### config.mk
export PLATFORM = sky130hd
export DESIGN_NAME = fifo_wr_arbiter_flat
export DESIGN_NICKNAME = d
export VERILOG_FILES = /design/src/rtl/fifo_wr_arbiter_if.sv /design/src/rtl/fifo_wr_arbiter.sv /design/src/flat_wrapper.sv
export SDC_FILE = /design/constraint.sdc
export NUM_CORES = 1
export LEC_CHECK = 0
export CORE_ASPECT_RATIO = 1.2
export CORE_MARGIN = 3
export CORE_UTILIZATION = 44
export CTS_CLUSTER_DIAMETER = 80
export DETAILED_ROUTE_END_ITERATION = 8
export PLACE_DENSITY = 0.84
export SLEW_MARGIN = 40
export SYNTH_ARGS = -nofsm -noshare
export SYNTH_HDL_FRONTEND = slang
export SYNTH_SLANG_ARGS = --single-unit
### constraint.sdc
create_clock -name clk -period 2.9 [get_ports clk]
set_input_delay 0.435 -clock clk [delete_from_list [all_inputs] [get_ports clk]]
set_output_delay 0.435 -clock clk [all_outputs]
set_load 0.01 [all_outputs]
### src/rtl/fifo_wr_arbiter_if.sv
// -----------------------------------------------------------------------------
// fifo_wr_arbiter_if
// Purpose : Bundles the two producer handshakes, the grant flags and the FIFO
//           write side that fifo_wr_arbiter sits in the middle of.
// Modports:
//   slave  - the arbiter: takes req/din/fifo_full, drives ack/grant/fifo_wt_en/fifo_din
//   master - the surroundings (producers + FIFO): the opposite directions
// Signals : req0/din0/ack0, req1/din1/ack1, grant0/grant1,
//           fifo_full, fifo_wt_en, fifo_din
// Optional: ARB_STATS_EN adds beat_cnt0, beat_cnt1, stall_cnt (16b, from arbiter)
// -----------------------------------------------------------------------------
interface fifo_wr_arbiter_if #(
  parameter int DATA_W = 8
);
  logic              req0;
  logic [DATA_W-1:0] din0;
  logic              ack0;
  logic              req1;
  logic [DATA_W-1:0] din1;
  logic              ack1;
  logic              grant0;
  logic              grant1;
  logic              fifo_full;
  logic              fifo_wt_en;
  logic [DATA_W-1:0] fifo_din;
`ifdef ARB_STATS_EN
  logic [15:0]       beat_cnt0;
  logic [15:0]       beat_cnt1;
  logic [15:0]       stall_cnt;
`endif

  modport slave (
    input  req0, din0, req1, din1, fifo_full,
    output ack0, ack1, grant0, grant1, fifo_wt_en, fifo_din
`ifdef ARB_STATS_EN
    , output beat_cnt0, beat_cnt1, stall_cnt
`endif
  );

  modport master (
    output req0, din0, req1, din1, fifo_full,
    input  ack0, ack1, grant0, grant1, fifo_wt_en, fifo_din
`ifdef ARB_STATS_EN
    , input beat_cnt0, beat_cnt1, stall_cnt
`endif
  );
endinterface

### src/rtl/fifo_wr_arbiter.sv
// -----------------------------------------------------------------------------
// fifo_wr_arbiter
// Purpose : Shares one FIFO write port between two producers using a
//           round-robin burst scheduler. An owner keeps the port for up to
//           BURST_LEN accepted beats, then yields if the other side is waiting.
//           Writes are always gated by fifo_full.
// Ports   :
//   clk  - system clock, all state on posedge
//   rst  - asynchronous, active-high reset
//   bus  - fifo_wr_arbiter_if.slave (producer handshakes, grants, FIFO write side)
// Params  : DATA_W (data width), BURST_LEN (beats per ownership, >= 1)
// Optional: define ARB_STATS_EN for beat_cnt0/beat_cnt1/stall_cnt counters.
//
// state | meaning
// IDLE  | nobody owns the port
// OWN0  | producer 0 owns the port
// OWN1  | producer 1 owns the port
// -----------------------------------------------------------------------------
module fifo_wr_arbiter #(
  parameter int DATA_W    = 8,
  parameter int BURST_LEN = 4
) (
  input  logic               clk,
  input  logic               rst,
  fifo_wr_arbiter_if.slave   bus
);

  localparam int CNT_W = $clog2(BURST_LEN + 1);

  typedef enum logic [1:0] {
    IDLE = 2'd0,
    OWN0 = 2'd1,
    OWN1 = 2'd2
  } state_t;

  state_t           r_state;
  logic             r_rr_ptr;
  logic [CNT_W-1:0] r_burst_cnt;
  logic             r_grant0;
  logic             r_grant1;

  state_t           w_state_nxt;
  state_t           w_other_st;
  logic             w_rr_nxt;
  logic [CNT_W-1:0] w_cnt_nxt;
  logic [CNT_W-1:0] w_cnt_inc;
  logic             w_own0;
  logic             w_own1;
  logic             w_owner_req;
  logic             w_other_req;
  logic             w_beat;
  logic             w_burst_done;

  assign w_own0       = (r_state == OWN0);
  assign w_own1       = (r_state == OWN1);
  assign w_owner_req  = (w_own0 & bus.req0) | (w_own1 & bus.req1);
  assign w_other_req  = (w_own0 & bus.req1) | (w_own1 & bus.req0);
  assign w_other_st   = w_own0 ? OWN1 : OWN0;
  // Beat comes straight from registered state, so it drops the moment rst hits.
  assign w_beat       = w_owner_req & ~bus.fifo_full;
  assign w_cnt_inc    = r_burst_cnt + CNT_W'(1);
  assign w_burst_done = (w_cnt_inc == CNT_W'(BURST_LEN));

  assign bus.fifo_wt_en = w_beat;
  assign bus.ack0       = w_beat & w_own0;
  assign bus.ack1       = w_beat & w_own1;
  assign bus.fifo_din   = !w_beat ? '0 : (w_own0 ? bus.din0 : bus.din1);
  assign bus.grant0     = r_grant0;
  assign bus.grant1     = r_grant1;

  always_comb begin
    w_state_nxt = r_state;
    w_rr_nxt    = r_rr_ptr;
    w_cnt_nxt   = r_burst_cnt;
    case (r_state)
      IDLE: begin
        w_cnt_nxt = '0;
        if (bus.req0 && bus.req1) begin
          w_state_nxt = r_rr_ptr ? OWN1 : OWN0;
        end else if (bus.req0) begin
          w_state_nxt = OWN0;
        end else if (bus.req1) begin
          w_state_nxt = OWN1;
        end
      end
      OWN0, OWN1: begin
        if (!w_owner_req) begin
          w_state_nxt = w_other_req ? w_other_st : IDLE;
          w_cnt_nxt   = '0;
          w_rr_nxt    = w_own0;
        end else if (w_beat) begin
          if (w_burst_done) begin
            // Burst exhausted: hand over without a bubble, or restart the
            // burst in place when the other producer is quiet.
            w_cnt_nxt = '0;
            if (w_other_req) begin
              w_state_nxt = w_other_st;
              w_rr_nxt    = w_own0;
            end
          end else begin
            w_cnt_nxt = w_cnt_inc;
          end
        end
        // FIFO full with owner requesting: everything holds.
      end
      default: begin
        w_state_nxt = IDLE;
        w_cnt_nxt   = '0;
      end
    endcase
  end

  always_ff @(posedge clk or posedge rst) begin
    if (rst) begin
      r_state     <= IDLE;
      r_rr_ptr    <= 1'b0;
      r_burst_cnt <= '0;
      r_grant0    <= 1'b0;
      r_grant1    <= 1'b0;
    end else begin
      r_state     <= w_state_nxt;
      r_rr_ptr    <= w_rr_nxt;
      r_burst_cnt <= w_cnt_nxt;
      r_grant0    <= (w_state_nxt == OWN0);
      r_grant1    <= (w_state_nxt == OWN1);
    end
  end

`ifdef ARB_STATS_EN
  logic [15:0] r_beat_cnt0;
  logic [15:0] r_beat_cnt1;
  logic [15:0] r_stall_cnt;

  // Counters wrap naturally at 16'hFFFF.
  always_ff @(posedge clk or posedge rst) begin
    if (rst) begin
      r_beat_cnt0 <= '0;
      r_beat_cnt1 <= '0;
      r_stall_cnt <= '0;
    end else begin
      if (bus.ack0) r_beat_cnt0 <= r_beat_cnt0 + 16'd1;
      if (bus.ack1) r_beat_cnt1 <= r_beat_cnt1 + 16'd1;
      if (w_owner_req && bus.fifo_full) r_stall_cnt <= r_stall_cnt + 16'd1;
    end
  end

  assign bus.beat_cnt0 = r_beat_cnt0;
  assign bus.beat_cnt1 = r_beat_cnt1;
  assign bus.stall_cnt = r_stall_cnt;
`endif

endmodule

### src/flat_wrapper.sv
// flat-port wrapper written by rule: the top's interface ports become plain ports
module fifo_wr_arbiter_flat 
#(
  parameter int DATA_W    = 8,
  parameter int BURST_LEN = 4
)
  (clk, rst, bus_req0, bus_din0, bus_req1, bus_din1, bus_fifo_full, bus_ack0, bus_ack1, bus_grant0, bus_grant1, bus_fifo_wt_en, bus_fifo_din);
  fifo_wr_arbiter_if #(.DATA_W(DATA_W)) bus_i ();
  input  logic clk;
  input  logic rst;
  input wire logic [$bits(bus_i.req0)-1:0] bus_req0;
  input wire logic [$bits(bus_i.din0)-1:0] bus_din0;
  input wire logic [$bits(bus_i.req1)-1:0] bus_req1;
  input wire logic [$bits(bus_i.din1)-1:0] bus_din1;
  input wire logic [$bits(bus_i.fifo_full)-1:0] bus_fifo_full;
  output wire logic [$bits(bus_i.ack0)-1:0] bus_ack0;
  output wire logic [$bits(bus_i.ack1)-1:0] bus_ack1;
  output wire logic [$bits(bus_i.grant0)-1:0] bus_grant0;
  output wire logic [$bits(bus_i.grant1)-1:0] bus_grant1;
  output wire logic [$bits(bus_i.fifo_wt_en)-1:0] bus_fifo_wt_en;
  output wire logic [$bits(bus_i.fifo_din)-1:0] bus_fifo_din;
  assign bus_i.req0 = bus_req0;
  assign bus_i.din0 = bus_din0;
  assign bus_i.req1 = bus_req1;
  assign bus_i.din1 = bus_din1;
  assign bus_i.fifo_full = bus_fifo_full;
  assign bus_ack0 = bus_i.ack0;
  assign bus_ack1 = bus_i.ack1;
  assign bus_grant0 = bus_i.grant0;
  assign bus_grant1 = bus_i.grant1;
  assign bus_fifo_wt_en = bus_i.fifo_wt_en;
  assign bus_fifo_din = bus_i.fifo_din;
  fifo_wr_arbiter #(.DATA_W(DATA_W), .BURST_LEN(BURST_LEN)) u_core (.clk(clk), .rst(rst), .bus(bus_i));
endmodule
==> results of run 1 <==
[stage by stage]
| step | setup WS [ns] | utilization (%) | std cells | hold slack (ns) |
|---|---|---|---|---|
| 5_1_grt | 0.09621 | 74.16 | 135 | 0.4412 |
| 4_1_cts | 0.09986 | 73.99 | 135 | 0.4277 |
| 2_1_floorplan | 0.8740 | - | 83 | 0.2507 |
| 6_report | 0.2420 | 74.16 | 135 | 0.4274 |
| 3_3_place_gp | 0.2595 | 72.51 | 132 | 0.4960 |
| 3_5_place_dp | 0.1861 | 72.51 | 132 | 0.5082 |
[power breakdown]
group	leakage [nW]	switching, mW	internal, mW
combinational	0.386	0.223	0.234
sequential	0.107	0.0261	0.143
clock	0.0138	0.0322	0.0470
total	0.506	0.281	0.423
[synth_stat cells, types with 2 or more instances]
cell	instances	area, sq um
nor2_1	12	45.04
nand2b_1	2	12.51
mux2i_1	8	80.08
a31oi_1	3	18.77
nand2_1	4	15.01
a21boi_0	2	15.01
inv_1	6	22.52
o21ai_0	2	10.01
dfrtp_1	8	200.2
a21oi_1	2	10.01
and2_1	2	12.51
nand3_1	2	10.01
ha_1	7	87.58
[how the worst max path moves through the flow]
stage | end | depth (start not counted)
finish | bus_fifo_din[5] | 5
global route | bus_ack0 | 7
CTS | bus_ack0 | 7
detailed placement | bus_ack0 | 6
global placement | bus_ack1 | 6
floorplan | bus_ack0 | 7
[cells by family (layout without fill, tap and decap cells)]
| family | Yosys count | in the layout | share of synthesized area, % |
|---|---|---|---|
| XOR/XNOR | 2 | 2 | 3.329 |
| multiplexers | 9 | 9 | 12.15 |
| buffers and inverters | 8 | 43 | 4.158 |
| AND/OR/NAND/NOR | 31 | 31 | 23.46 |
| AO/OA/AOI/OAI | 18 | 18 | 18.64 |
| adder cells (fa/ha/maj) | 7 | 7 | 11.65 |
| flip-flops | 8 | 8 | 26.62 |
[state kept, by name, indices dropped and copies added (netlist names)]
signal,count
u_core.r_rr_ptr,1
u_core.bus.grant1,1
u_core.r_state,2
u_core.r_burst_cnt,3
u_core.bus.grant0,1
[layer usage]
metal | GRT usage (%) | vias up | wire [microns]
met2 | 32.52 | 20 | 1006
met5 | 0 | - | 0
met1 | 21.81 | 340 | 757
met4 | 6.030 | 0 | 19
met3 | 6.690 | 2 | 64
li1 | - | 371 | -
[area by class of cell]
type                    instances  area [sq um]
repair buffers                 34         337.8
well taps                      17         21.27
clock buffers                   3         22.52
flip-flops and latches          8         200.2
inverters                       6         22.52
multi-input cells              67         523.0
fillers                       109         392.9
[repair_timing]
item                       4_1_cts  5_1_grt
hold endpoints to repair         0        0
resized for setup                0        1
setup endpoints to repair        0        2
==> run summary, run 1 <==
CTS buffer count: 3
Async set-reset flop share out of synthesis: 100.0%
Layout cells sized above 1: 12.71%
Top Ports: 34
Hold Path Class: primary input to asynchronous set/reset pin
Area Growth Syn to Fin: 49.92%
Final Power: 0.7047 mW
Critical-path maximum fanout: 13
Root buf cell: clkbuf_4
Leading cell types in the layout, fill and taps excluded: clkdlybuf4s50_1 (33), nor2_1 (12), mux2i_1 (8), dfrtp_1 (8), ha_1 (7)
Final setup viols: 0
Largest stage delay, worst path: 0.57 ns
Number of synthesized flops with an enable pin: 0
Cell family with most CP delay: buffers and inverters
Slew margin rel.: 58.79%
Worst reg2reg endpoint: u_core.r_rr_ptr
Crit. End Element: output port
Vias in the first global route: 700
Final Max Tran Viols: 0
Ys flop type: dfrtp_1
Most common cell after layout, fill and taps aside: clkdlybuf4s50_1
Ys Warns: 0
Worst-path clk slew: 0.05 ns
Syn_nets: 111
Overflow after GRT: 0
CP arrival: 2.22 ns
Design Area, Final: 0.001127 sq mm
HPWL Detailed: 1560 microns
Final wirelength: 1848 microns
Postcts setup bufs: 0
Post-synth cell types: 36
Chip width: 43.74 microns
Slowest CP cell: ha_1
Hold_buf cts: 0
Worst slew pin tran: 0.6181 ns
Drt first pass iters: 4
Global placer's final weighted congestion: 0.8917
Clk buf depth: 2
Worst r2r src: u_core.r_state[1]
CTS tree: done
H-tree Lvls: 1
Vias/cell: 5.430
Leak Pwr: 0.5062 nW
Routed Antenna Nets: 0
FF-to-FF path depth: 6
Post-synthesis cell count: 83
CP cell instances: inv_1, ha_1, mux2i_1, nor2_1, clkdlybuf4s50_1
FF+latch count, synth: 8
Mapped cell area: 752.0 sq um
Fmax: 376.2 MHz
Largest net degree at the start of global routing: 14
Placeable Area: 0.001520 sq mm
# DRC: 0
R2R Setup Slk: 0.60 ns
# clock sinks: 8
Final period utilization: 91.66%
Site Rows: 15
Clk Latency, worst-skew pair: 0.24 ns
Final net count: 148
Die footprint: 0.002243 sq mm
Mean Syn Cell Area: 9.060 sq um
Minimum clock period: 2.658 ns
Setup crit start: u_core.r_state[1]
Buffers on Ports: 33
Total GRT Usage: 19.10%
Status: complete, no violations
Final Hold Fails: 0
Max Cap Viol: 0
Via count: 733
First-pass GRT wire length: 3167 microns
Fin Clk Skew: 0.0007423 ns
Routed WL per cell: 13.69 microns
CP Class: register to output port
Diode count: 0
Initial core utilization: 49.47%
VDD IR max: 0.4742 mV
Setup TNS: 0 ns
RSZ-0062 raised after global routing: false
Iter 0 DRT Violations: 28
CP startpoint kind: register
Antenna violations before repair: 0
Critical Path RT: 2.47 ns
DIE HEIGHT: 51.29 microns
Crit path buffers/inverters: 2
Placed cell area: 0.001102 sq mm
Post-synthesis sequential area ratio: 26.62%
Pwr dens: 625.1 mW/mm^2
Note: power is estimated with default switching activity, not from simulation.
==> run 2, diff against run 1 <==
--- a/config.mk
+++ b/config.mk
@@ -8,6 +8,7 @@
 export CORE_ASPECT_RATIO = 1.2
 export CORE_MARGIN = 3
 export CORE_UTILIZATION = 44
+export CTS_BUF_LIST = sky130_fd_sc_hd__clkbuf_16
 export CTS_CLUSTER_DIAMETER = 80
 export DETAILED_ROUTE_END_ITERATION = 8
 export PLACE_DENSITY = 0.84
==> run 2 against run 1 <==
Cell area up 4.4%. Via count up 0.14%. Clock-buffer cell count unchanged. Global-route usage up 0.79 points. Clock skew up 0.0036 ns. Largest cell class unchanged. Clock power rose to 3.0 times the previous value. Die area unchanged. Critical path depth up 2.
==> run summary, run 2 (same netlist as run 1, synthesis figures left out) <==
Status: complete, no violations (unchanged)
Net Sw Frac: 35.71% (was 39.90%)
Crit. End Element: output port (unchanged)
Layout cells sized above 1: 11.86% (was 12.71%)
Fin Clk Skew: 0.004358 ns (was 0.0007423 ns)
Area Growth Syn to Fin: 56.57% (was 49.92%)
Initial core utilization: 49.47% (unchanged)
Chip width: 43.74 microns (unchanged)
Worst r2r src: u_core.r_state[1] (unchanged)
Clk buf depth: 2 (unchanged)
Most frequent cell on the critical path: inv_1
Top Ports: 34 (unchanged)
Drt first pass iters: 4 (unchanged)
H-tree Lvls: 1 (unchanged)
Final Util: 77.45% (was 74.16%)
Worst-path clk slew: 0.04 ns (was 0.05 ns)
Final Max Tran Viols: 0 (unchanged)
DIE HEIGHT: 51.29 microns (unchanged)
Comb pwr share: 53.2% (was 64.8%)
Hold_buf cts: 0 (unchanged)
CTS tree: done (unchanged)
Iter 0 DRT Violations: 20 (was 28)
Largest register FFs: 3 (unchanged)
Global placer's final weighted congestion: 0.8917 (unchanged)
Post-cts sizing count: 0 (unchanged)
Final setup viols: 0 (unchanged)
First-pass GRT wire length: 3243 microns (was 3167 microns)
HPWL Detailed: 1560 microns (unchanged)
Antenna violations before repair: 0 (unchanged)
Critical Path RT: 2.47 ns (about the same)
Seq pwr share: 19.6% (was 23.9%)
Most common cell after layout, fill and taps aside: clkdlybuf4s50_1 (unchanged)
CP cell instances: inv_1, ha_1, a22o_2, nand2b_1, inv_1, and2_1, clkdlybuf4s50_1 (was inv_1, ha_1, mux2i_1, nor2_1, clkdlybuf4s50_1)
Final Hold Fails: 0 (unchanged)
Diode count: 0 (unchanged)
Leak Pwr: 0.5289 nW (was 0.5062 nW)
Setup TNS: 0 ns (unchanged)
Root buf cell: clkbuf_16 (was clkbuf_4)
Final period utilization: 95.24% (was 91.66%)
CP startpoint kind: register (unchanged)
Worst reg2reg endpoint: u_core.r_rr_ptr (unchanged)
Hold Path Class: primary input to asynchronous set/reset pin (unchanged)
Total GRT Usage: 19.89% (was 19.10%)
CP arrival: 2.33 ns (was 2.22 ns)
# clock sinks: 8 (unchanged)
Pwr dens: 732.1 mW/mm^2 (was 625.1 mW/mm^2)
Crit path buffers/inverters: 3 (was 2)
CP Class: register to output port (unchanged)
Slew margin rel.: 58.46% (was 58.79%)
Switching pwr: 0.3078 mW (was 0.2812 mW)
Fmax: 362.1 MHz (was 376.2 MHz)
Via count: 734 (was 733)
Site Rows: 15 (unchanged)
Max Cap Viol: 0 (unchanged)
Top Registers: u_core.r_burst_cnt (3), u_core.r_state (2) (unchanged)
Overflow after GRT: 0 (unchanged)
CTS buffer count: 3 (unchanged)
P_int: 0.5542 mW (was 0.4235 mW)
Vias in the first global route: 717 (was 700)
Placeable Area: 0.001520 sq mm (unchanged)
# DRC: 0 (unchanged)
Clock Power Share: 27.2% (was 11.2%)
R2R Setup Slk: 0.60 ns (about the same)
Slowest CP cell: clkdlybuf4s50_1 (was ha_1)
Postcts setup bufs: 0 (unchanged)
Reg with most FFs: u_core.r_burst_cnt (unchanged)
Vias/cell: 5.437 (was 5.430)
Critical-path maximum fanout: 9 (was 13)
VDD IR max: 0.5877 mV (was 0.4742 mV)
Buffers on Ports: 33 (unchanged)
Leading cell types in the layout, fill and taps excluded: clkdlybuf4s50_1 (33), nor2_1 (12), mux2i_1 (8), dfrtp_1 (8), ha_1 (7) (unchanged)
Worst slew pin tran: 0.6231 ns (was 0.6181 ns)
Routed WL per cell: 14.62 microns (was 13.69 microns)
RSZ-0062 raised after global routing: false (unchanged)
Minimum clock period: 2.762 ns (was 2.658 ns)
Largest stage delay, worst path: 0.48 ns (was 0.57 ns)
Final net count: 148 (unchanged)
Final wirelength: 1974 microns (was 1848 microns)
Die footprint: 0.002243 sq mm (unchanged)
Clk Latency, worst-skew pair: 0.23 ns (was 0.24 ns)
Cell family with most CP delay: buffers and inverters (unchanged)
Routed Antenna Nets: 0 (unchanged)
FF-to-FF path depth: 6 (unchanged)
Largest net degree at the start of global routing: 14 (unchanged)
[run 2: metrics by stage]
stage / cell area [sq um] / total power, mW / std cells / hold slack, ns / setup WS [ns]
5_1_grt: 1177 / 0.9180 / 135 / 0.4786 / 0.006259
3_3_place_gp: 1102 / 0.6175 / 132 / 0.4960 / 0.2595
6_report: 1177 / 0.8620 / 135 / 0.4405 / 0.1381
2_1_floorplan: 752.0 / 0.4725 / 83 / 0.2507 / 0.8740
3_5_place_dp: 1102 / 0.6192 / 132 / 0.5082 / 0.1861
4_1_cts: 1177 / 0.8617 / 135 / 0.4498 / 0.1342
[run 2: worst max-delay path by stage]
stage | start | cells after the start | endpoint | slack [ns]
5_1_grt | u_core.r_state[1] | 7 | bus_ack0 | 0.006
6_report | u_core.r_state[0] | 7 | bus_ack0 | 0.14
3_3_place_gp | bus_req0 | 6 | bus_ack1 | 0.26
3_5_place_dp | bus_req0 | 6 | bus_ack0 | 0.19
2_1_floorplan | u_core.r_state[0] | 7 | bus_ack0 | 0.87
4_1_cts | u_core.r_state[1] | 7 | bus_ack0 | 0.13
[run 2: power groups by stage]
stage | combinational, mW | sequential, mW | clock [mW]
final | 0.459 | 0.169 | 0.234
after global routing | 0.500 | 0.174 | 0.244
after floorplan | 0.305 | 0.167 | 0
after global placement | 0.448 | 0.169 | 0
after CTS | 0.457 | 0.169 | 0.236
after detailed placement | 0.448 | 0.171 | 0
[run 2: per-layer routing]
metal | share of wire [%] | GRT usage, %
met5 | 0 | 0
met4 | 2.1 | 9.045
met3 | 4.0 | 5.634
met2 | 55 | 34.71
met1 | 39 | 21.60
[run 2: worst register-to-register path, delay by kind of cell, from the launching register on]
family | cells | cell delay, ns
and+or+nand+nor | 1 | 0.08
AOI/OAI and AO/OA | 2 | 0.59
adders and majority gates | 1 | 0.57
buffers and inverters | 1 | 0.14
muxes | 1 | 0.37
DFF | 1 | 0.43
[run 2: area by class of cell]
class | count | area [sq um]
multi-input cells | 67 | 520.5
flip-flops and latches | 8 | 200.2
repair buffers | 34 | 337.8
clock buffers | 3 | 75.07
inverters | 6 | 22.52
fillers | 97 | 342.8
well taps | 17 | 21.27
==> run 3, diff against run 2 <==
--- a/config.mk
+++ b/config.mk
@@ -7,11 +7,11 @@
 export LEC_CHECK = 0
 export CORE_ASPECT_RATIO = 1.2
 export CORE_MARGIN = 3
-export CORE_UTILIZATION = 44
+export CORE_UTILIZATION = 41
 export CTS_BUF_LIST = sky130_fd_sc_hd__clkbuf_16
 export CTS_CLUSTER_DIAMETER = 80
 export DETAILED_ROUTE_END_ITERATION = 8
-export PLACE_DENSITY = 0.84
+export PLACE_DENSITY = 0.78
 export SLEW_MARGIN = 40
 export SYNTH_ARGS = -nofsm -noshare
 export SYNTH_HDL_FRONTEND = slang
==> constraint.sdc (replaced) <==
create_clock -name clk -period 3.08 [get_ports clk]
set_input_delay 0.462 -clock clk [delete_from_list [all_inputs] [get_ports clk]]
set_output_delay 0.462 -clock clk [all_outputs]
set_load 0.01 [all_outputs]
==> run 3 against run 2 <==
Sequential share of layout area is 0.091 points higher. Power is 6.6% lower. Utilization is 7.8 points lower. Via count is 1.4% lower. Cell area is 0.53% lower. Hold slack better by 0.031 ns. First-iteration DRC count stayed put. Global-route usage is 1.4 points lower. Clock power is 8% lower. Critical endpoint unchanged. Largest cell class unchanged.
==> run summary, run 3 (same netlist as run 1, synthesis figures left out) <==
Pwr dens: 687.2 mW/mm^2 (was 732.1 mW/mm^2)
Leak Pwr: 0.5241 nW (was 0.5289 nW)
Critical Path RT: 2.62 ns (was 2.47 ns)
Net Sw Frac: 35.39% (was 35.71%)
Chip width: 45.10 microns (was 43.74 microns)
DIE HEIGHT: 52.92 microns (was 51.29 microns)
Seq pwr share: 19.7% (was 19.6%)
VDD IR max: 0.5448 mV (was 0.5877 mV)
Layout cells sized above 1: 11.11% (was 11.86%)
Largest register FFs: 3 (unchanged)
Post-cts sizing count: 0 (unchanged)
Diode count: 0 (unchanged)
Top Registers: u_core.r_burst_cnt (3), u_core.r_state (2) (unchanged)
Final period utilization: 91.63%
Worst r2r src: u_core.r_state[1] (unchanged)
Hold_buf cts: 0 (unchanged)
Routed Antenna Nets: 0 (unchanged)
Slew margin rel.: 57.33% (was 58.46%)
CP arrival: 2.36 ns (was 2.33 ns)
Crit. End Element: output port (unchanged)
Place WS: 0.2954 ns (was 0.1861 ns)
Status: complete, no violations (unchanged)
Site Rows: 16 (was 15)
Buffers on Ports: 33 (unchanged)
RSZ-0062 raised after global routing: false (unchanged)
Reg with most FFs: u_core.r_burst_cnt (unchanged)
Clk Latency, worst-skew pair: 0.23 ns (about the same)
H-tree Lvls: 1 (unchanged)
CP Class: register to output port (unchanged)
Via count: 724 (was 734)
Initial core utilization: 44.72% (was 49.47%)
Most common cell after layout, fill and taps aside: clkdlybuf4s50_1 (unchanged)
# DRC: 0 (unchanged)
Vias/cell: 5.363 (was 5.437)
Fillers: 136 (was 97)
Worst-path clk slew: 0.04 ns (about the same)
Final wirelength: 1995 microns (was 1974 microns)
Fmax: 354.3 MHz
First-pass GRT wire length: 3056 microns (was 3243 microns)
Final Util: 69.64% (was 77.45%)
Die footprint: 0.002386 sq mm (was 0.002243 sq mm)
Worst reg2reg endpoint: u_core.r_rr_ptr (unchanged)
CTS tree: done (unchanged)
Fin Clk Skew: 0.0003426 ns (was 0.004358 ns)
Clk buf depth: 2 (unchanged)
Drt first pass iters: 4 (unchanged)
Area Growth Syn to Fin: 55.74% (was 56.57%)
Final Power: 0.8048 mW (was 0.8620 mW)
R2R Setup Slk: 0.78 ns (was 0.60 ns)
Max Cap Viol: 0 (unchanged)
Overflow after GRT: 0 (unchanged)
Placeable Area: 0.001682 sq mm (was 0.001520 sq mm)
FF-to-FF path depth: 6 (unchanged)
Minimum clock period: 2.822 ns
Worst Slack Setup Final: 0.2577 ns (was 0.1381 ns)
Design Area, Final: 0.001171 sq mm (was 0.001177 sq mm)
Clock Power Share: 26.7% (was 27.2%)
Root buf cell: clkbuf_16 (unchanged)
Postcts setup bufs: 0 (unchanged)
Antenna violations before repair: 0 (unchanged)
Top Ports: 34 (unchanged)
Leading cell types in the layout, fill and taps excluded: clkdlybuf4s50_1 (33), nor2_1 (12), mux2i_1 (8), dfrtp_1 (8), ha_1 (7) (unchanged)
Iter 0 DRT Violations: 20 (unchanged)
HPWL Detailed: 1614 microns (was 1560 microns)
Setup crit start: u_core.r_state[0] (unchanged)
Largest net degree at the start of global routing: 14 (unchanged)
CP startpoint kind: register (unchanged)
CTS buffer count: 3 (unchanged)
Worst slew pin tran: 0.6400 ns (was 0.6231 ns)
Global placer's final weighted congestion: 0.8757 (was 0.8917)
Switching pwr: 0.2848 mW (was 0.3078 mW)
Final setup viols: 0 (unchanged)
Vias in the first global route: 658 (was 717)
Setup TNS: 0 ns (unchanged)
Final Hold Fails: 0 (unchanged)
Comb pwr share: 53.6% (was 53.2%)
Routed WL per cell: 14.78 microns (was 14.62 microns)
P_int: 0.5200 mW (was 0.5542 mW)
Hold Path Class: primary input to asynchronous set/reset pin (unchanged)
Placed cell area: 0.001096 sq mm (was 0.001102 sq mm)
# clock sinks: 8 (unchanged)
Total GRT Usage: 18.52% (was 19.89%)
Final Max Tran Viols: 0 (unchanged)
Final net count: 147 (was 148)
Critical-path maximum fanout: 9 (unchanged)
## run 3: cell types whose count changed in the layout (fill, tap and decap cells not counted), sizes merged
cell / delta
buf: -1
## run 3: how the worst max path moves through the flow
stage                          end  slack, ns  depth (start not counted)
after floorplan           bus_ack0       1.03                          7
after detailed placement  bus_ack0       0.30                          6
after global placement    bus_ack0       0.36                          6
after global routing      bus_ack0       0.09                          7
final                     bus_ack0       0.26                          7
after CTS                 bus_ack0       0.27                          7
## run 3: worst max-delay path: stages (launching register included)
cell and delay, ns:
dfrtp_1 0.43, inv_1 0.11, ha_1 0.28, a22o_2 0.27
nand2b_1 0.28, inv_1 0.11, and2_1 0.17, clkdlybuf4s50_1 0.47
## run 3: cell type report
class / count / area (sq um) / share of cell area, %
Multi-Input combinational cell: 67 / 520.5 / 44.44
Inverter: 6 / 22.52 / 1.923
Sequential cell: 8 / 200.2 / 17.09
Timing Repair Buffer: 33 / 330.3 / 28.21
Clock buffer: 3 / 75.07 / 6.410
Tap cell: 18 / 22.52 / 1.923
## run 3: power groups by stage
stage	Clock, mW	Combinational, mW	Sequential (mW)
after detailed placement	0	0.425	0.161
after global routing	0.227	0.466	0.161
after global placement	0	0.419	0.159
after floorplan	0	0.287	0.157
after CTS	0.221	0.428	0.159
final	0.215	0.431	0.159
## run 3: through the flow
step / hold WS, ns / instances
finish: 0.4711 / 135
global route: 0.4990 / 135
CTS: 0.4765 / 135
detailed placement: 0.4873 / 132
floorplan: 0.2777 / 83
global placement: 0.4957 / 132
## run 3: per-layer routing
layer	track usage (%)	share of wire, %	vias up
met5	0	0	-
met4	10.24	0.90	0
met3	6.463	4.6	2
met2	32.78	56	21
met1	18.18	38	338
li1	-	-	363
